[config.mk]
export PLATFORM = sky130hd
export DESIGN_NAME = fifo_rd_stream_flat
export DESIGN_NICKNAME = d
export VERILOG_FILES = /design/src/rtl/fifo_pkg.sv /design/src/rtl/fifo_rd_stream_if.sv /design/src/rtl/fifo_rd_stream.sv /design/src/flat_wrapper.sv
export SDC_FILE = /design/constraint.sdc
export NUM_CORES = 1
export LEC_CHECK = 0
export CAP_MARGIN = 25
export CORE_MARGIN = 2
export CORE_UTILIZATION = 40
export DETAILED_ROUTE_END_ITERATION = 16
export MAX_ROUTING_LAYER = met4
export PLACE_DENSITY = 0.78
export SYNTH_ARGS = -nofsm -noshare
export SYNTH_HDL_FRONTEND = slang
export SYNTH_SLANG_ARGS = --single-unit
[constraint.sdc]
create_clock -name clk -period 2 [get_ports clk]
set_input_delay 0.3 -clock clk [delete_from_list [all_inputs] [get_ports clk]]
set_output_delay 0.3 -clock clk [all_outputs]
set_load 0.005 [all_outputs]
[src/rtl/fifo_pkg.sv]
// Shared encodings for the FIFO read-side drain stage.
package fifo_pkg;
    typedef enum logic [1:0] {
        OCC_EMPTY = 2'd0,
        OCC_ONE   = 2'd1,
        OCC_TWO   = 2'd2
    } occ_e;
endpackage

[src/rtl/fifo_rd_stream_if.sv]
// FIFO read port plus outgoing valid/ready stream, flush and beat counter.
interface fifo_rd_stream_if #(
    parameter int DSIZE = 8,
    parameter int CNT_W = 16
);
    logic [DSIZE-1:0] fifo_rdata;
    logic             fifo_rempty;
    logic             fifo_rinc;
    logic             flush;
    logic [DSIZE-1:0] m_data;
    logic             m_valid;
    logic             m_ready;
    logic [CNT_W-1:0] xfer_cnt;

    // slave: the drain stage itself
    modport slave (
        input  fifo_rdata, fifo_rempty, flush, m_ready,
        output fifo_rinc, m_data, m_valid, xfer_cnt
    );

    // master: FIFO plus consumer side
    modport master (
        output fifo_rdata, fifo_rempty, flush, m_ready,
        input  fifo_rinc, m_data, m_valid, xfer_cnt
    );
endinterface

[src/rtl/fifo_rd_stream.sv]
// Drains a fall-through FIFO into a 2-entry skid buffer; m_ready never reaches fifo_rinc.
module fifo_rd_stream
    import fifo_pkg::*;
#(
    parameter int DSIZE = 8,
    parameter int CNT_W = 16
) (
    input  logic              clk,
    input  logic              rst,
    fifo_rd_stream_if.slave   bus
);
    occ_e             r_occ;
    logic [DSIZE-1:0] r_head;
    logic [DSIZE-1:0] r_tail;
    logic [CNT_W-1:0] r_cnt;
    logic             w_push;
    logic             w_pop;

    // Pop decision uses only registered occupancy, so stall never loops back combinationally.
    assign w_push = !bus.fifo_rempty && (r_occ != OCC_TWO) && !bus.flush && !rst;
    assign w_pop  = (r_occ != OCC_EMPTY) && bus.m_ready;

    always_ff @(posedge clk or posedge rst) begin
        if (rst) begin
            r_occ  <= OCC_EMPTY;
            r_head <= '0;
            r_tail <= '0;
            r_cnt  <= '0;
        end else begin
            if (w_pop) r_cnt <= r_cnt + CNT_W'(1);
            if (bus.flush) begin
                r_occ <= OCC_EMPTY;
            end else begin
                case (r_occ)
                    OCC_EMPTY: begin
                        if (w_push) begin
                            r_occ  <= OCC_ONE;
                            r_head <= bus.fifo_rdata;
                        end
                    end
                    OCC_ONE: begin
                        if (w_push && !w_pop) begin
                            r_occ  <= OCC_TWO;
                            r_tail <= bus.fifo_rdata;
                        end else if (w_push && w_pop) begin
                            r_head <= bus.fifo_rdata;
                        end else if (w_pop) begin
                            r_occ <= OCC_EMPTY;
                        end
                    end
                    OCC_TWO: begin
                        if (w_pop) begin
                            r_occ  <= OCC_ONE;
                            r_head <= r_tail;
                        end
                    end
                    default: r_occ <= OCC_EMPTY;
                endcase
            end
        end
    end

    assign bus.fifo_rinc = w_push;
    assign bus.m_valid   = (r_occ != OCC_EMPTY);
    assign bus.m_data    = r_head;
    assign bus.xfer_cnt  = r_cnt;
endmodule
[src/flat_wrapper.sv]
// flat-port wrapper written by rule: the top's interface ports become plain ports
module fifo_rd_stream_flat import fifo_pkg::*;
#(
    parameter int DSIZE = 8,
    parameter int CNT_W = 16
)
  (clk, rst, bus_fifo_rdata, bus_fifo_rempty, bus_flush, bus_m_ready, bus_fifo_rinc, bus_m_data, bus_m_valid, bus_xfer_cnt);
  fifo_rd_stream_if #(.DSIZE(DSIZE), .CNT_W(CNT_W)) bus_i ();
  input  logic clk;
  input  logic rst;
  input wire logic [$bits(bus_i.fifo_rdata)-1:0] bus_fifo_rdata;
  input wire logic [$bits(bus_i.fifo_rempty)-1:0] bus_fifo_rempty;
  input wire logic [$bits(bus_i.flush)-1:0] bus_flush;
  input wire logic [$bits(bus_i.m_ready)-1:0] bus_m_ready;
  output wire logic [$bits(bus_i.fifo_rinc)-1:0] bus_fifo_rinc;
  output wire logic [$bits(bus_i.m_data)-1:0] bus_m_data;
  output wire logic [$bits(bus_i.m_valid)-1:0] bus_m_valid;
  output wire logic [$bits(bus_i.xfer_cnt)-1:0] bus_xfer_cnt;
  assign bus_i.fifo_rdata = bus_fifo_rdata;
  assign bus_i.fifo_rempty = bus_fifo_rempty;
  assign bus_i.flush = bus_flush;
  assign bus_i.m_ready = bus_m_ready;
  assign bus_fifo_rinc = bus_i.fifo_rinc;
  assign bus_m_data = bus_i.m_data;
  assign bus_m_valid = bus_i.m_valid;
  assign bus_xfer_cnt = bus_i.xfer_cnt;
  fifo_rd_stream #(.DSIZE(DSIZE), .CNT_W(CNT_W)) u_core (.clk(clk), .rst(rst), .bus(bus_i));
endmodule
==> metrics.cfg <==
[flow_run]
maxCapViolations = 0

[critical_path]
cp_max_fo = 5
slowest_delay_ns = 0.51
required_ns = 1.70
cpMostUsedCell = clkdlybuf4s50_1
crit_chain = clkdlybuf4s50_1, nor3_2, nor2b_1, clkdlybuf4s50_1
cp-end-kind = primary output
worst-path-buf-inv = 2
start_kind = input pin
critPathSlowestCell = clkdlybuf4s50_1
cp.arrival_ns = 1.64
path_class = in -> out
crit_family = buffers and inverters

[drt]
wirelength_mm = 3.117
drtAntennaViolNets = 0
wl_per_cell_um = 13.67
dr.pass1.iters = 4
drtIter0Drc = 59
viasPerCell = 5.031
drc = 0
num_vias = 1147

[pwr]
peakVddDrop_uv = 493.9
p_leak_nw = 0.9658
power_density_nw_per_um2 = 847.2

[sta]
timing.final.crit_share = 0.9724
max_freq_mhz = 514.2
finalSetupViolations = 0
period_minus_slack_ns = 1.945
timing.slew.headroom = 0.7250
fin_skew_ns = 0.004558
slew_violations = 0
finalHoldViolations = 0
hold_ws_ns = 0.4870
worst_pin_slew_ns = 0.4125

[finish]
fin_nets = 195
drive_above_1_share = 0.1833
most-common-layout-cells = 37 x clkdlybuf4s50_1, 34 x dfrtp_1, 14 x nand2_1
diodes = 0
final_common_cell = clkdlybuf4s50_1
fin_area_um2 = 2113
syn_to_final_growth_pct = 36.76

[logic_synthesis]
synth_cell_types = 28
syn_area_per_cell_um2 = 11.89
synth_top_flop_cell = dfrtp_1
synthArstFlopShare = 1.000
synth_warnings = 0
synth_cells = 130
syn-cell-area_um2 = 1545
synth-edff-count = 0
synth_fp_nets = 144
synth-seq-area-share = 0.5506
synth-seq-cells = 34

[floorplanning]
rows = 22
start_util = 0.4189
ioPinCount = 39
die_x_um = 66.16
core-area_um2 = 3689
die_h_um = 66.16
die_area_um2 = 4376

[grt]
grt_pass1_vias = 1210
grt-ovfl-total = 0
grt_pass1_wl_mm = 5.402
grt_usage = 0.1687
grt_max_degree = 35
antenna_found_initial = 0

[clock_network]
cts_tree = done
cts_num_sinks = 34
cts_root_buffer = clkbuf_8
clock_latency_ns = 0.28
clkSlewWorstSetupHoldPaths_ns = 0.06
clockBufferDepth = 2
cts_made_buffers = 5
h-tree-depth = 2

[outcome]
status = complete, no violations

[placed_design]
hpwl_mm = 2.320
port_buffers = 38
dpl_cell_area_um2 = 2016
gp_congestion = 0.8531

[hold_path]
hp-class = reg -> reg

-- power breakdown --
| part | internal (mW) | switching [mW] | leakage, nW |
|---|---|---|---|
| clock | 0.265 | 0.219 | 0.0431 |
| combinational | 0.257 | 0.148 | 0.484 |
| sequential | 0.801 | 0.101 | 0.438 |
| total | 1.32 | 0.468 | 0.966 |
-- timing repair --
item,CTS,global route
cloned,0,0
hold buffers,0,0
buffers inserted,0,1
pin swaps,0,1
resized for setup,1,1
setup endpoints to repair,1,1
-- kinds of logic after synthesis --
group	synth area share
compound gates	0.05344
mux	0.1247
simple gates	0.1538
fa+ha+maj	0.008096
buf+inv	0.02429
xor+xnor	0.08502
flops	0.5506
-- cells in the mapped netlist (2+ instances only) --
cell type / count / area (um2)
nand3_1: 5 / 25.02
o21ai_2: 2 / 17.52
and3_1: 2 / 12.51
or4_4: 2 / 22.52
nand2_1: 14 / 52.55
xor2_1: 7 / 61.31
nand4_1: 2 / 12.51
nor3_1: 2 / 10.01
mux2i_1: 8 / 80.08
nor2b_1: 2 / 12.51
buf_6: 2 / 22.52
inv_1: 4 / 15.01
mux2_2: 10 / 112.6
nor2_1: 8 / 30.03
dfrtp_1: 34 / 850.8
xnor2_1: 8 / 70.07
o21ai_1: 7 / 35.03
-- area by class of cell --
type	count	area (um2)
fill	340	1575
sequential	34	850.8
multi-input combinational	90	661.9
timing repair buffer	46	442.9
clock buffer	6	82.58
tap	48	60.06
inverter	4	15.01
-- final timing paths --
path / endpoint / slack, ns / from / depth (start not counted)
setup / recovery: bus_fifo_rinc / 0.06 / rst / 4
hold / removal: u_core.bus.xfer_cnt[15]$_DFFE_PP0P_ / 0.49 / u_core.bus.xfer_cnt[15]$_DFFE_PP0P_ / 1
setup reg to reg: u_core.bus.m_data[1]$_DFFE_PP0P_ / 0.32 / u_core.r_occ[0]$_DFFE_PP0P_ / 4
hold reg to reg: u_core.bus.xfer_cnt[15]$_DFFE_PP0P_ / 0.49 / u_core.bus.xfer_cnt[15]$_DFFE_PP0P_ / 1
max in group asynchronous: u_core.r_tail[3]$_DFFE_PP0P_ / 1.16 / rst / 3
min in group asynchronous: u_core.bus.xfer_cnt[1]$_DFFE_PP0P_ / 0.54 / rst / 3
-- per-stage QoR --
step | TNS (ns) | instances | utilization | worst slack (ns) | power [mW]
6_report | 0 | 228 | 0.5729 | 0.05518 | 1.790
3_3_place_gp | 0 | 221 | 0.5465 | 0.06091 | 1.297
4_1_cts | 0 | 227 | 0.5702 | 0.03240 | 1.819
2_1_floorplan | 0 | 130 | - | 0.3766 | 1.071
5_1_grt | -0.002490 | 228 | 0.5729 | -0.002490 | 1.913
3_5_place_dp | -0.02442 | 221 | 0.5465 | -0.02442 | 1.324
-- routing by layer --
layer / vias up / global-route usage / share of wire
li1: 549 / - / -
met1: 556 / 0.1876 / 0.43
met2: 39 / 0.2925 / 0.50
met3: 3 / 0.03918 / 0.056
met4: 0 / 0.06633 / 0.012
met5: - / - / 0
-- registers in the layout, indices dropped and copies added (netlist names) --
register             count
u_core.bus.m_data        8
u_core.bus.xfer_cnt     16
u_core.r_occ             2
u_core.r_tail            8
-- worst register-to-register path: stages, from the launching register on --
cell	delay, ns
dfrtp_1	0.46
or4_4	0.57
a31o_2	0.33
nand2_1	0.13
o21ai_2	0.06
Power figures use the tool's default switching activity.
